==> config.mk <==
export PLATFORM = sky130hd
export DESIGN_NAME = mbus_sleep_scheduler_flat
export DESIGN_NICKNAME = d
export VERILOG_FILES = /design/src/rtl/mbus_sleep_scheduler_pkg.sv /design/src/rtl/mbus_sleep_scheduler_if.sv /design/src/rtl/mbus_sleep_scheduler_rr_arbiter.sv /design/src/rtl/mbus_sleep_scheduler.sv /design/src/flat_wrapper.sv
export SDC_FILE = /design/constraint.sdc
export NUM_CORES = 1
export LEC_CHECK = 0
export BUFFER_PORTS_ARGS = -buffer_cell sky130_fd_sc_hd__buf_2
export CORE_ASPECT_RATIO = 0.7
export CORE_MARGIN = 5
export CORE_UTILIZATION = 45
export CTS_BUF_LIST = sky130_fd_sc_hd__clkbuf_4 sky130_fd_sc_hd__clkbuf_8
export DETAILED_ROUTE_END_ITERATION = 12
export PLACE_DENSITY = 0.67
export SYNTH_ARGS = -nofsm -noshare
export SYNTH_HDL_FRONTEND = slang
export SYNTH_HIERARCHICAL = 1
export SYNTH_SLANG_ARGS = --single-unit
==> constraint.sdc <==
create_clock -name MBUS_CLKIN -period 5.4 [get_ports MBUS_CLKIN]
set_clock_uncertainty 0.1 [all_clocks]
set_input_delay 0 -clock MBUS_CLKIN [delete_from_list [all_inputs] [get_ports MBUS_CLKIN]]
set_output_delay 0 -clock MBUS_CLKIN [all_outputs]
set_load 0.01 [all_outputs]
==> src/rtl/mbus_sleep_scheduler_pkg.sv <==
`default_nettype none
// +----------------------------------------------------------------------------+
// | Module : mbus_sleep_scheduler_pkg                                          |
// | Brief  : Shared isolation levels and scheduler state encoding for the      |
// |          MBus sleep scheduler slice.                                       |
// | Rev    : 1.0  initial release                                              |
// +----------------------------------------------------------------------------+
package mbus_sleep_scheduler_pkg;

  // Levels of MBC_ISOLATE as driven by the sleep controller
  localparam logic IO_HOLD    = 1'b1;
  localparam logic IO_RELEASE = 1'b0;

  // Scheduler FSM; the encoding is exported on SCHED_STATE for debug
  typedef enum logic [1:0] {
    ST_IDLE     = 2'd0,
    ST_QUALIFY  = 2'd1,
    ST_REQUEST  = 2'd2,
    ST_SLEEPING = 2'd3
  } sched_state_t;

endpackage
`default_nettype wire

==> src/rtl/mbus_sleep_scheduler_if.sv <==
`default_nettype none
// +----------------------------------------------------------------------------+
// | Module : mbus_sleep_scheduler_if                                           |
// | Brief  : Request/veto/bus-status inputs and sleep-controller handshake of  |
// |          the sleep scheduler.                                              |
// | Ports  : SRC_REQ, SRC_VETO, BUS_BUSY, MBC_ISOLATE  -> scheduler            |
// |          SLEEP_REQ, SRC_GNT, SLEEP_ABORT, SCHED_STATE <- scheduler         |
// |          master = scheduler side, slave = environment side                 |
// | Rev    : 1.0  initial release                                              |
// +----------------------------------------------------------------------------+
interface mbus_sleep_scheduler_if
  import mbus_sleep_scheduler_pkg::*;
#(
  parameter int NUM_SRC = 4
);
  logic [NUM_SRC-1:0] SRC_REQ;
  logic [NUM_SRC-1:0] SRC_VETO;
  logic               BUS_BUSY;
  logic               MBC_ISOLATE;
  logic               SLEEP_REQ;
  logic [NUM_SRC-1:0] SRC_GNT;
  logic               SLEEP_ABORT;
  sched_state_t       SCHED_STATE;

  modport master (
    input  SRC_REQ, SRC_VETO, BUS_BUSY, MBC_ISOLATE,
    output SLEEP_REQ, SRC_GNT, SLEEP_ABORT, SCHED_STATE
  );

  modport slave (
    output SRC_REQ, SRC_VETO, BUS_BUSY, MBC_ISOLATE,
    input  SLEEP_REQ, SRC_GNT, SLEEP_ABORT, SCHED_STATE
  );
endinterface
`default_nettype wire

==> src/rtl/mbus_sleep_scheduler_rr_arbiter.sv <==
`default_nettype none
// +----------------------------------------------------------------------------+
// | Module : mbus_rr_arbiter                                                   |
// | Brief  : Combinational round-robin pick. Returns the one-hot of the first  |
// |          set request found searching upward from i_ptr with wrap.          |
// | Ports  : i_req  [NUM_SRC] request vector                                   |
// |          i_ptr  [PTR_W]   search start index (must be < NUM_SRC)           |
// |          o_gnt  [NUM_SRC] one-hot pick, 0 when no request                  |
// | Rev    : 1.0  initial release                                              |
// +----------------------------------------------------------------------------+
module mbus_rr_arbiter #(
  parameter int NUM_SRC = 4,
  parameter int PTR_W   = 2
) (
  input  wire logic [NUM_SRC-1:0] i_req,
  input  wire logic [PTR_W-1:0]   i_ptr,
  output logic      [NUM_SRC-1:0] o_gnt
);

  logic [NUM_SRC-1:0] w_rot;
  logic [NUM_SRC-1:0] w_rot_gnt;

  // Rotate so that bit 0 is the source at i_ptr, isolate the lowest set bit,
  // then rotate back. Doubling the vector turns the shifts into rotations.
  assign w_rot     = NUM_SRC'({i_req, i_req} >> i_ptr);
  assign w_rot_gnt = w_rot & (~w_rot + NUM_SRC'(1));
  assign o_gnt     = NUM_SRC'(({w_rot_gnt, w_rot_gnt} << i_ptr) >> NUM_SRC);

endmodule
`default_nettype wire

==> src/rtl/mbus_sleep_scheduler.sv <==
`default_nettype none
// +----------------------------------------------------------------------------+
// | Module : mbus_sleep_scheduler                                              |
// | Brief  : Decides when the MBus layer sleeps. Round-robin arbitration of    |
// |          per-source sleep requests, veto/busy qualification over           |
// |          IDLE_CYCLES quiet cycles, then tracks MBC_ISOLATE through the     |
// |          sleep/wake sequence.                                              |
// | Ports  : MBUS_CLKIN  clock (posedge)                                       |
// |          RESETn      asynchronous active-low reset                         |
// |          bus         mbus_sleep_scheduler_if.master                        |
// | Config : MBUS_SLEEP_AUTO_EN - autonomous sleep after AUTO_IDLE_CYCLES      |
// |          quiet idle cycles with no source requesting.                      |
// | Rev    : 1.0  initial release                                              |
// +----------------------------------------------------------------------------+
module mbus_sleep_scheduler
  import mbus_sleep_scheduler_pkg::*;
#(
  parameter int NUM_SRC          = 4,
  parameter int IDLE_CYCLES      = 8,
  parameter int CNT_W            = 4,
  parameter int AUTO_IDLE_CYCLES = 64,
  parameter int AUTO_W           = 7
) (
  input  wire logic              MBUS_CLKIN,
  input  wire logic              RESETn,
  mbus_sleep_scheduler_if.master bus
);

  localparam int               PTR_W      = (NUM_SRC > 1) ? $clog2(NUM_SRC) : 1;
  localparam logic [CNT_W-1:0] c_CNT_LAST = CNT_W'(IDLE_CYCLES - 1);

  // Elaboration-time parameter sanity
  if (NUM_SRC < 2) begin : g_bad_num_src
    $error("NUM_SRC must be >= 2");
  end
  if ((IDLE_CYCLES < 1) || ((IDLE_CYCLES - 1) >= (1 << CNT_W))) begin : g_bad_cnt_w
    $error("CNT_W cannot hold IDLE_CYCLES-1");
  end
  if ((AUTO_IDLE_CYCLES < 1) || ((AUTO_IDLE_CYCLES - 1) >= (1 << AUTO_W))) begin : g_bad_auto_w
    $error("AUTO_W cannot hold AUTO_IDLE_CYCLES-1");
  end

  sched_state_t       r_state;
  logic [CNT_W-1:0]   r_cnt;
  logic [PTR_W-1:0]   r_rr_ptr;
  logic [NUM_SRC-1:0] r_gnt;
  logic               r_sleep_req;
  logic               r_abort;

  logic [NUM_SRC-1:0] w_pick;
  logic [PTR_W-1:0]   w_gnt_idx;
  logic [PTR_W-1:0]   w_next_ptr;
  logic               w_quiet;
  logic               w_hold_ok;

  // MBC_ISOLATE is sampled directly: the sleep controller launches it on
  // either edge and the half-cycle path is timed, so no synchroniser here.
  assign w_quiet   = ~|bus.SRC_VETO & ~bus.BUS_BUSY & (bus.MBC_ISOLATE == IO_RELEASE);
  assign w_hold_ok = |(bus.SRC_REQ & r_gnt);

  mbus_rr_arbiter #(
    .NUM_SRC (NUM_SRC),
    .PTR_W   (PTR_W)
  ) u_arb (
    .i_req (bus.SRC_REQ),
    .i_ptr (r_rr_ptr),
    .o_gnt (w_pick)
  );

  // Index of the granted source, used to advance the pointer after wake
  always_comb begin
    w_gnt_idx = '0;
    for (int i = 0; i < NUM_SRC; i++) begin
      if (r_gnt[i]) w_gnt_idx = PTR_W'(i);
    end
  end

  assign w_next_ptr = (w_gnt_idx == PTR_W'(NUM_SRC - 1)) ? '0 : w_gnt_idx + PTR_W'(1);

`ifdef MBUS_SLEEP_AUTO_EN
  localparam logic [AUTO_W-1:0] c_AUTO_LAST = AUTO_W'(AUTO_IDLE_CYCLES - 1);
  logic [AUTO_W-1:0] r_auto_cnt;
  logic              w_auto_quiet;
  assign w_auto_quiet = (r_state == ST_IDLE) & ~|bus.SRC_REQ & w_quiet;
`endif

  always_ff @(posedge MBUS_CLKIN or negedge RESETn) begin
    if (!RESETn) begin
      r_state     <= ST_IDLE;
      r_cnt       <= '0;
      r_rr_ptr    <= '0;
      r_gnt       <= '0;
      r_sleep_req <= 1'b0;
      r_abort     <= 1'b0;
`ifdef MBUS_SLEEP_AUTO_EN
      r_auto_cnt  <= '0;
`endif
    end else begin
      r_abort <= 1'b0;
`ifdef MBUS_SLEEP_AUTO_EN
      // Counts only consecutive quiet idle cycles with no requester
      if (w_auto_quiet && (r_auto_cnt != c_AUTO_LAST)) r_auto_cnt <= r_auto_cnt + AUTO_W'(1);
      else                                             r_auto_cnt <= '0;
`endif
      case (r_state)
        ST_IDLE: begin
          // An isolated bus (power-up or wake in progress) is never quiet
          if (|bus.SRC_REQ && w_quiet) begin
            r_state <= ST_QUALIFY;
            r_gnt   <= w_pick;
            r_cnt   <= '0;
          end
`ifdef MBUS_SLEEP_AUTO_EN
          else if (w_auto_quiet && (r_auto_cnt == c_AUTO_LAST)) begin
            r_state     <= ST_REQUEST;
            r_sleep_req <= 1'b1;
          end
`endif
        end
        ST_QUALIFY: begin
          if (w_quiet && w_hold_ok) begin
            if (r_cnt == c_CNT_LAST) begin
              r_state     <= ST_REQUEST;
              r_sleep_req <= 1'b1;
            end else begin
              r_cnt <= r_cnt + CNT_W'(1);
            end
          end else begin
            r_abort <= 1'b1;
            r_gnt   <= '0;
            r_cnt   <= '0;
            r_state <= ST_IDLE;
          end
        end
        ST_REQUEST: begin
          // Committed: only the controller's isolate response moves us on
          if (bus.MBC_ISOLATE == IO_HOLD) begin
            r_sleep_req <= 1'b0;
            r_state     <= ST_SLEEPING;
          end
        end
        ST_SLEEPING: begin
          if (bus.MBC_ISOLATE == IO_RELEASE) begin
            r_state <= ST_IDLE;
            r_gnt   <= '0;
            // Autonomous sleeps carry no grant and leave fairness untouched
            if (|r_gnt) r_rr_ptr <= w_next_ptr;
          end
        end
        default: r_state <= ST_IDLE;
      endcase
    end
  end

  assign bus.SLEEP_REQ   = r_sleep_req;
  assign bus.SRC_GNT     = r_gnt;
  assign bus.SLEEP_ABORT = r_abort;
  assign bus.SCHED_STATE = r_state;

endmodule
`default_nettype wire

==> src/flat_wrapper.sv <==
// flat-port wrapper written by rule: the top's interface ports become plain ports
module mbus_sleep_scheduler_flat import mbus_sleep_scheduler_pkg::*;
#(
  parameter int NUM_SRC          = 4,
  parameter int IDLE_CYCLES      = 8,
  parameter int CNT_W            = 4,
  parameter int AUTO_IDLE_CYCLES = 64,
  parameter int AUTO_W           = 7
)
  (MBUS_CLKIN, RESETn, bus_SRC_REQ, bus_SRC_VETO, bus_BUS_BUSY, bus_MBC_ISOLATE, bus_SLEEP_REQ, bus_SRC_GNT, bus_SLEEP_ABORT, bus_SCHED_STATE);
  mbus_sleep_scheduler_if #(.NUM_SRC(NUM_SRC)) bus_i ();
  input  wire logic MBUS_CLKIN;
  input  wire logic RESETn;
  input wire logic [$bits(bus_i.SRC_REQ)-1:0] bus_SRC_REQ;
  input wire logic [$bits(bus_i.SRC_VETO)-1:0] bus_SRC_VETO;
  input wire logic [$bits(bus_i.BUS_BUSY)-1:0] bus_BUS_BUSY;
  input wire logic [$bits(bus_i.MBC_ISOLATE)-1:0] bus_MBC_ISOLATE;
  output wire logic [$bits(bus_i.SLEEP_REQ)-1:0] bus_SLEEP_REQ;
  output wire logic [$bits(bus_i.SRC_GNT)-1:0] bus_SRC_GNT;
  output wire logic [$bits(bus_i.SLEEP_ABORT)-1:0] bus_SLEEP_ABORT;
  output wire logic [$bits(bus_i.SCHED_STATE)-1:0] bus_SCHED_STATE;
  assign bus_i.SRC_REQ = bus_SRC_REQ;
  assign bus_i.SRC_VETO = bus_SRC_VETO;
  assign bus_i.BUS_BUSY = bus_BUS_BUSY;
  assign bus_i.MBC_ISOLATE = bus_MBC_ISOLATE;
  assign bus_SLEEP_REQ = bus_i.SLEEP_REQ;
  assign bus_SRC_GNT = bus_i.SRC_GNT;
  assign bus_SLEEP_ABORT = bus_i.SLEEP_ABORT;
  assign bus_SCHED_STATE = bus_i.SCHED_STATE;
  mbus_sleep_scheduler #(.NUM_SRC(NUM_SRC), .IDLE_CYCLES(IDLE_CYCLES), .CNT_W(CNT_W), .AUTO_IDLE_CYCLES(AUTO_IDLE_CYCLES), .AUTO_W(AUTO_W)) u_core (.MBUS_CLKIN(MBUS_CLKIN), .RESETn(RESETn), .bus(bus_i));
endmodule
==> results.md, run 1 <==
* Die area at 0.00326 mm^2
* IO Pins at 20
* P&R area growth vs syn at 21.3%
* Horiz. Die Dim at 66.2 um
* H-tree Lvls at 1
* TritonCTS buffer count at 3
* Crit end category: flop
* Post-Place Setup Slack at 3.32 ns
* Post_cts resized at 0
* Worst Hold Depth at 4
* Initial antenna violation count at 0
* Status: finished clean
* GRT overflow at 0
* DRT iter0 DRCs at 85
* Clock Path Buffers at 2
* Flops & latches, synth at 14
* Largest net degree at the start of global routing at 15
* Post-synthesis sequential area ratio at 35.3%
* Vias in the first global route at around 790
* Unrepaired setup endpoints after global routing: false
* Comb power frac at 45.4%
* Clock transition at path regs at 0.09 ns
* Minimum clock period at between 2 and 2.5 ns
* Main area contributors after synthesis: dfrtp_1, ha_1, nand2_1, mux2i_1, o211a_1
* Total GRT Usage at 15.5%
* Pint at around 0.00024 W
* Final HPWL DP at 1770 um
* Worst min-delay path class: primary input to flop
* Post-Route Utilization at 56.8%
* Vias per cell at 5.44
* Clk_lat worst skew at around 0.28 ns
* First-pass GRT wire length at 3880 um
* Clk pwr share at 19.1%
* R2R depth at 6
* Row count at 14
* Area of the mapped netlist at 993 um^2
* Final period utilization at between 30% and 40%
* Pleak at about 0.6 nW
* Total net switching power at 0.000155 W
* DRT Pass-1 Iters at 4
* Clk sinks at 14
* Synth Instances at 106
* Maximum resistive drop on vdd at 0.149 mV
* Post-route DRC at 0
* DR vias at 897
* Hold_ws at 0.0105 ns
* Final RePlAce weighted congestion at ~0.8
* Reg-to-reg slack, setup at approximately 3.3 ns
* Starting Density at 46.9%
* Core area at 0.00212 mm^2
* Yosys warnings at 6
* Worst path required time at 5.50 ns
* Hold Path End: u_core/bus.SLEEP_ABORT
* Worst reg2reg endpoint: u_core/bus.SCHED_STATE[0]
* Power per cell area at 331 mW/mm^2
* Clk root buf: clkbuf_4
* Yosys top cell by area: dfrtp_1
* Hold_sp: bus_SRC_VETO[1]
* Final WS setup at 3.31 ns
* Crit path max fanout at 7
* Max Clk Rate at 0.479 GHz
* Setup crit start kind: flop
* Most common cell after layout, fill and taps aside: buf_2
* Most frequent cells in the layout: buf_2, dfrtp_1, nand2_1, inv_1, nor2_1
* Hold Violations, Final at 0
* Cell variety after synth at 38
* Final slew viol count at 0
* CP Class: flop to flop
* Wire per inst at 13.8 um
* Layout cells sized above 1 at around a quarter
* ANT nets after route at 0
* Final setup violation count at 0
* Syn Area/Cell at roughly 9.4 um^2
* Switching Share at between 30% and 40%
* Post-synth top area share at 35.3%
* TNS Setup at 0 ns
* # diodes at 0
* Relative slew slack at 73.7%
* Chip height at 49.3 um
* CTS tree: yes
* CP Data Arrival Time at about 2.2 ns
* Worst slew pin tran at roughly 0.4 ns
* Mapped Nets at ~120
* Max-cap viol count at 0
* DRT Wirelength at 2280 um
* Flop pwr share at 35.5%
* Nets at roughly 150
* I/O Buffers at 19
## power groups by stage
| stage | clock network, W | logic, W | registers [W] |
|---|---|---|---|
| 3_3_place_gp | 0 | 0.000173 | 0.000143 |
| 6_report | 0.0000762 | 0.000181 | 0.000141 |
| 5_1_grt | 0.0000882 | 0.000199 | 0.000143 |
| 4_1_cts | 0.0000812 | 0.000182 | 0.000141 |
| 3_5_place_dp | 0 | 0.000179 | 0.000143 |
| 2_1_floorplan | 0 | 0.000120 | 0.000148 |
## cell families (layout without fill, tap and decap cells)
| kind of cell | Yosys count | count (layout) | synth area share [%] |
|---|---|---|---|
| flops | 14 | 14 | 35.3 |
| fa+ha+maj | 6 | 6 | 7.56 |
| simple gates | 32 | 32 | 17.6 |
| buf+inv | 11 | 38 | 4.16 |
| mux | 5 | 5 | 5.16 |
| compound gates | 38 | 38 | 30.2 |
## Yosys cell counts, drive strengths merged
cell type	instances
and2	1
o2111ai	1
o211ai	3
o2bb2ai	1
a22o	3
o21a	1
dfrtp	14
ha	6
a221oi	1
a32oi	1
nor2b	4
and3	1
nor3	1
o21ai	7
nand2	11
mux2	1
nand3b	1
a211oi	2
inv	11
a31oi	3
a41o	1
a21oi	6
o211a	4
nor3b	1
a31o	1
nor4	1
mux2i	4
nor2	8
nand4b	1
o31a	1
a21o	1
o32ai	1
nand3	1
or4	1
## critical path, cell delays in order (launching register included)
cell and delay (ns):
dfrtp_1 0.42, inv_1 0.13, ha_1 0.29, nor3b_1 0.33, o211ai_2 0.25, o211a_1 0.29
a211oi_2 0.20
## flip-flops by register name (all words and copies together) (netlist names), named ones only
| register | flops |
|---|---|
| u_core/bus.SRC_GNT | 4 |
| u_core/r_cnt | 4 |
| u_core/r_rr_ptr | 2 |
| u_core/bus.SCHED_STATE | 1 |
| u_core/bus.SLEEP_ABORT | 1 |
| u_core/bus.SLEEP_REQ | 1 |
## cell type report
type | instances | area [um^2]
timing repair buffer | 23 | 135
inverter | 11 | 41.3
fill | 186 | 915
sequential | 14 | 350
tap | 32 | 40.0
clock buffer | 4 | 36.3
multi-input combinational | 81 | 602
## metrics by stage
step | instance area, um^2 | total power (W) | instances
floorplan | 993 | 0.000268 | 106
global placement | 1130 | 0.000316 | 157
detailed placement | 1130 | 0.000322 | 157
CTS | 1200 | 0.000404 | 165
global route | 1200 | 0.000431 | 165
finish | 1200 | 0.000399 | 165
## routing by layer
| layer | routed length (um) | share of wire (%) | up-vias | global-route usage (%) |
|---|---|---|---|---|
| li1 | - | - | 445 | - |
| met1 | 1110 | 49 | 415 | 22.8 |
| met2 | 1010 | 44 | 35 | 22.1 |
| met3 | 159 | 7.0 | 2 | 5.07 |
| met4 | 5 | 0.22 | 0 | 3.04 |
| met5 | 0 | 0 | - | 0 |
## worst max path at each step
stage,from,end,cells after the start
global route,flop,u_core/bus.SRC_GNT[1],6
global placement,flop,u_core/bus.SCHED_STATE[0],6
detailed placement,flop,u_core/bus.SCHED_STATE[0],6
CTS,flop,u_core/bus.SCHED_STATE[0],6
floorplan,flop,u_core/bus.SCHED_STATE[0],6
finish,flop,u_core/bus.SCHED_STATE[0],6
## what timing repair did
| item | CTS | global route |
|---|---|---|
| hold buffers | 4 | 0 |
| buffers inserted | 0 | 0 |
| endpoints found under the hold margin | 17 | 0 |
No activity file was read; power rests on OpenSTA's default activity.
==> inputs of run 2 (changes only) <==
--- a/config.mk
+++ b/config.mk
@@ -11,7 +11,7 @@
 export CORE_UTILIZATION = 45
 export CTS_BUF_LIST = sky130_fd_sc_hd__clkbuf_4 sky130_fd_sc_hd__clkbuf_8
 export DETAILED_ROUTE_END_ITERATION = 12
-export PLACE_DENSITY = 0.67
+export PLACE_DENSITY = 0.7
 export SYNTH_ARGS = -nofsm -noshare
 export SYNTH_HDL_FRONTEND = slang
 export SYNTH_HIERARCHICAL = 1
==> constraint.sdc (replaced) <==
create_clock -name MBUS_CLKIN -period 1.8 [get_ports MBUS_CLKIN]
set_clock_uncertainty 0.1 [all_clocks]
set_input_delay 0 -clock MBUS_CLKIN [delete_from_list [all_inputs] [get_ports MBUS_CLKIN]]
set_output_delay 0 -clock MBUS_CLKIN [all_outputs]
set_load 0.01 [all_outputs]
==> results.md, run 2 (same netlist as run 1, synthesis figures left out) <==
* Horiz. Die Dim at 66.2 um (unchanged)
* Post-Place Setup Slack at 0.00735 ns (-3.32 ns)
* Vias per cell at 5.62 (+3.4%)
* Power per cell area at 960 mW/mm^2 (+190%)
* Crit end category: flop
* Largest net degree at the start of global routing at 15 (unchanged)
* Clock Path Buffers at 2 (unchanged)
* H-tree Lvls at 1 (unchanged)
* IO Pins at 20 (unchanged)
* GRT overflow at 0 (unchanged)
* Status: finished clean
* P&R area growth vs syn at 30.0%
* Final HPWL DP at 1910 um (+7.6%)
* # diodes at 0 (unchanged)
* Worst path bufs/invs at 3 (+2)
* Final Instance Count excl. Fillers at 173 (+4.8%)
* Clock transition at path regs at 0.08 ns (about the same)
* Starting Density at 46.9% (unchanged)
* Vias in the first global route at 856 (+8.2%)
* Final period utilization at 97.2%
* Crit path cell chain: dlygate4sd3_1, buf_2, nor4_4, o211ai_2, buf_6, o211ai_1, nor2b_2
* Maximum resistive drop on vdd at 0.553 mV (+270%)
* Setup crit start kind: primary input
* Wire per inst at 15.0 um (+8.4%)
* Layout cells sized above 1 at 33.3% (+9.3 points)
* R2R depth at 7 (+1)
* CP max stage delay at 0.53 ns (+0.11 ns)
* Final slew viol count at 0 (unchanged)
* Nets at 161 (+5.9%)
* CP Data Arrival Time at 1.87 ns (-0.32 ns)
* Relative slew slack at 72.3% (-1.4 points)
* Max Clk Rate at 0.572 GHz
* Crit-path leading delay family: buffers and inverters
* First-pass GRT wire length at 3990 um (+2.7%)
* Chip height at 49.3 um (unchanged)
* Core area at 0.00212 mm^2 (unchanged)
* Worst Hold Depth at 4 (unchanged)
* Worst slew pin tran at 0.412 ns (+0.0205 ns)
* Pleak at 0.646 nW (+8.0%)
* TritonCTS buffer count at 3 (unchanged)
* Hold Violations, Final at 0 (unchanged)
* Reg-to-reg slack, setup at 0.06 ns (-3.25 ns)
* Row count at 14 (unchanged)
* Critical path startpoint: bus_SRC_VETO[1]
* Final setup violation count at 0 (unchanged)
* Hold Path End: u_core/bus.SLEEP_ABORT
* Clk root buf: clkbuf_4
* Worst min-delay path class: primary input to flop
* Worst path slowest cell: dlygate4sd3_1
* Most common cell after layout, fill and taps aside: buf_2
* Worst reg2reg endpoint: u_core/r_cnt[3]
* Hold_sp: bus_SRC_VETO[0]
* Max-cap viol count at 0 (unchanged)
* ANT nets after route at 0 (unchanged)
* Crit path max fanout at 5 (-2)
* Worst path required time at 1.92 ns (-3.58 ns)
* Total GRT Usage at 16.2% (+0.63 points)
* DRT iter0 DRCs at 42 (-51%)
* Final WS setup at 0.0507 ns (-3.26 ns)
* Die area at 0.00326 mm^2 (unchanged)
* Post-route DRC at 0 (unchanged)
* DRT Wirelength at 2590 um (+14%)
* Clk_lat worst skew at 0.28 ns (about the same)
* Minimum clock period at between 1.5 and 2 ns
* DR vias at 972 (+8.4%)
* Fillcell total at 171 (-8.1%)
* TNS Setup at 0 ns (unchanged)
* Placed cell count at 163 (+3.8%)
* I/O Buffers at 19 (unchanged)
* DRT Pass-1 Iters at 4 (unchanged)
* Clk sinks at 14 (unchanged)
* Initial antenna violation count at 0 (unchanged)
* CP Class: primary input to flop
* CTS tree: yes
* Most frequent cells in the layout: buf_2, dfrtp_1, nand2_1, buf_4, inv_1
* Final RePlAce weighted congestion at 0.847 (+3.2%)
==> run 2: repair_timing <==
action                                  in CTS  in global routing
hold endpoints to repair                    16                  0
pin swaps                                    0                  2
gates resized for setup                      0                  7
endpoints found under the setup margin       1                  9
hold buffers                                 3                  0
buffers inserted                             2                  2
==> run 2: final cells by class <==
cell class | count | area, um^2 | area share [%]
Sequential cell | 14 | 352 | 27.2
Timing Repair Buffer | 32 | 204 | 15.8
Tap cell | 32 | 40.0 | 3.10
Multi-Input combinational cell | 81 | 632 | 48.9
Clock buffer | 3 | 22.5 | 1.74
Inverter | 11 | 41.3 | 3.20
==> run 2: worst register-to-register path, cell delays in order (launching register included) <==
cell and delay, ns:
dfrtp_1 0.41, inv_2 0.09, ha_4 0.13, nor3b_4 0.20, o211ai_2 0.19, buf_6 0.19
o211ai_1 0.20, nor2b_2 0.17
==> run 2: per-stage QoR <==
stage	power, W	utilization (%)	hold WS, ns	cell area (um^2)
finish	0.00124	60.9	0.00640	1290
CTS	0.00121	58.9	0.00744	1250
global placement	0.00101	55.7	-0.182	1180
detailed placement	0.00102	55.7	-0.179	1180
global route	0.00133	60.9	0.0170	1290
floorplan	0.000809	-	-0.396	1000
==> run 2: per-layer routing <==
metal  wire, um  track usage (%)
met5          0                0
met4         42             5.07
met2       1140             22.9
met1       1230             23.4
met3        181             4.61
==> run 2: worst max-delay path by stage <==
stage / endpoint / slack, ns / depth (start not counted)
after global placement: u_core/bus.SCHED_STATE[0] / 0.1 / 6
after CTS: u_core/r_cnt[0] / 0.01 / 7
final: u_core/r_cnt[3] / 0.05 / 7
after floorplan: u_core/bus.SCHED_STATE[0] / 0.02 / 6
after global routing: u_core/r_cnt[3] / -0.04 / 7
after detailed placement: u_core/bus.SCHED_STATE[0] / 0.007 / 6
==> run 2: power breakdown <==
part / total, W / leakage [nW] / switching, W / internal [W]
registers: 0.000417 / 0.183 / 0.0000487 / 0.000368
clock network: 0.000180 / 0.0138 / 0.000102 / 0.0000778
logic: 0.000642 / 0.449 / 0.000336 / 0.000306
==> inputs of run 3 (changes only) <==
--- a/config.mk
+++ b/config.mk
@@ -6,7 +6,6 @@
 export NUM_CORES = 1
 export LEC_CHECK = 0
 export BUFFER_PORTS_ARGS = -buffer_cell sky130_fd_sc_hd__buf_2
-export CORE_ASPECT_RATIO = 0.7
 export CORE_MARGIN = 5
 export CORE_UTILIZATION = 45
 export CTS_BUF_LIST = sky130_fd_sc_hd__clkbuf_4 sky130_fd_sc_hd__clkbuf_8
==> results.md, run 3 (same netlist as run 1, synthesis figures left out) <==
* Initial antenna violation count at 0 (unchanged)
* Total GRT Usage at 15.9% (-0.27 points)
* Max-cap viol count at 0 (unchanged)
* DRT Wirelength at 2410 um (-7.1%)
* Chip height at 57.0 um (+16%)
* Max Clk Rate at 0.598 GHz (+4.6%)
* Wire per inst at 14.3 um (-4.3%)
* Final RePlAce weighted congestion at 0.855 (+0.90%)
* Layout cells sized above 1 at 30.7% (-2.6 points)
* Starting Density at 45.8% (-1.1 points)
* Hold Violations, Final at 0 (unchanged)
* Clk root buf: clkbuf_4
* GRT overflow at 0 (unchanged)
* Vias per cell at 5.58 (-0.73%)
* Vias in the first global route at 935 (+9.2%)
* Maximum resistive drop on vdd at 0.568 mV (+2.6%)
* I/O Buffers at 19 (unchanged)
* First-pass GRT wire length at 4240 um (+6.2%)
* Final HPWL DP at 1860 um (-2.6%)
* ANT nets after route at 0 (unchanged)
* Clk sinks at 14 (unchanged)
* Crit path max fanout at 5 (unchanged)
* Status: finished clean
* DRT iter0 DRCs at 31 (-26%)
* Die area at 0.00325 mm^2 (-0.46%)
* H-tree Lvls at 1 (unchanged)
* Clock transition at path regs at 0.09 ns (about the same)
* Power per cell area at 967 mW/mm^2 (+0.73%)
* Pleak at 0.640 nW (-0.87%)
* CP max stage delay at 0.45 ns (-0.08 ns)
* Final period utilization at 92.9% (-4.3 points)
* Most common cell after layout, fill and taps aside: buf_2
* CTS tree: yes
* Relative slew slack at 76.5% (+4.1 points)
* Most frequent cells in the layout: buf_2, dfrtp_1, nand2_1, nor2_1, inv_1
* Clk_lat worst skew at 0.28 ns (about the same)
* Largest net degree at the start of global routing at 15 (unchanged)
* Nets at 159 (-1.2%)
* Row count at 17 (+3)
* Setup crit start kind: flop
* P&R area growth vs syn at 29.3%
* Final slew viol count at 0 (unchanged)
* Worst slew pin tran at 0.353 ns (-0.0591 ns)
* Worst path slowest cell: dfrtp_1
* Post-route DRC at 0 (unchanged)
* Final WS setup at 0.128 ns (+0.0771 ns)
* Worst path required time at 1.90 ns (-0.02 ns)
* Clock Path Buffers at 2 (unchanged)
* DRT Pass-1 Iters at 4 (unchanged)
* Minimum clock period at 1.67 ns (-0.0771 ns)
* CP Class: flop to flop
* Post-Place Setup Slack at 0.0403 ns (+0.0329 ns)
* Unrepaired setup endpoints after global routing: false
* IO Pins at 20 (unchanged)
* DR vias at 937 (-3.6%)
* Core area at 0.00217 mm^2 (+2.4%)
* TNS Setup at 0 ns (unchanged)
* # diodes at 0 (unchanged)
* Crit end category: flop
* CP Data Arrival Time at 1.77 ns (-0.10 ns)
* Post-Route Utilization at 59.2% (-1.7 points)
* Worst min-delay path class: primary input to flop
* Horiz. Die Dim at 57.0 um (-14%)
* TritonCTS buffer count at 3 (unchanged)
* Crit path cell chain: buf_4, ha_1, nor2b_1, o21ai_0, o21ai_1, o2bb2ai_1
* Final setup violation count at 0 (unchanged)
==> run 3: path summary, 6_finish.rpt <==
check / start / to / slack, ns / depth (start not counted)
hold reg to reg: u_core/bus.SRC_GNT[3] / u_core/r_rr_ptr[0] / 0.43 / 1
max in group asynchronous: RESETn / u_core/r_rr_ptr[1] / 1.30 / 2
min in group asynchronous: RESETn / u_core/bus.SCHED_STATE[0] / 0.04 / 2
setup / recovery: u_core/bus.SCHED_STATE[0] / u_core/r_rr_ptr[1] / 0.13 / 6
hold / removal: bus_SRC_REQ[0] / u_core/bus.SRC_GNT[0] / 0.02 / 4
setup reg to reg: u_core/bus.SCHED_STATE[0] / u_core/r_rr_ptr[1] / 0.13 / 6
==> run 3: critical path, delay by kind of cell, from the launching register on <==
family / cells / cell delay (ns)
DFF: 1 / 0.45
and+or+nand+nor: 1 / 0.32
adders and majority gates: 1 / 0.18
buffers and inverters: 1 / 0.17
AOI/OAI and AO/OA: 3 / 0.38
==> run 3: final cells by class <==
cell class                      instances  area [um^2]
Inverter                               11         41.3
Multi-Input combinational cell         81          628
Clock buffer                            4         36.3
Tap cell                               28         35.0
Timing Repair Buffer                   30          194
Fill cell                             191          885
Sequential cell                        14          350
==> run 3: per-layer routing <==
layer	up-vias	track usage (%)	wire (um)
met3	0	2.49	161
met4	0	2.98	0
li1	461	-	-
met1	441	23.5	1120
met5	-	0	0
met2	35	24.8	1130
==> run 3: repair_timing <==
item	4_1_cts	5_1_grt
setup endpoints to repair	0	10
buffers inserted	0	2
hold endpoints to repair	16	0
hold buffers	5	0
gates resized for setup	0	6
==> run 3: power breakdown <==
part / internal, W / switching [W] / leakage, nW
registers: 0.000366 / 0.0000515 / 0.184
logic: 0.000282 / 0.000317 / 0.436
clock network: 0.000123 / 0.000103 / 0.0210
==> run 3: stage by stage <==
| step | hold WS, ns | std cells | cell area [um^2] | total power [W] |
|---|---|---|---|---|
| final | 0.0214 | 168 | 1280 | 0.00124 |
| after global routing | 0.0438 | 168 | 1280 | 0.00134 |
| after CTS | 0.00294 | 166 | 1250 | 0.00123 |
| after detailed placement | -0.174 | 157 | 1160 | 0.000988 |
| after global placement | -0.181 | 157 | 1160 | 0.000975 |
| after floorplan | -0.396 | 106 | 1000 | 0.000809 |
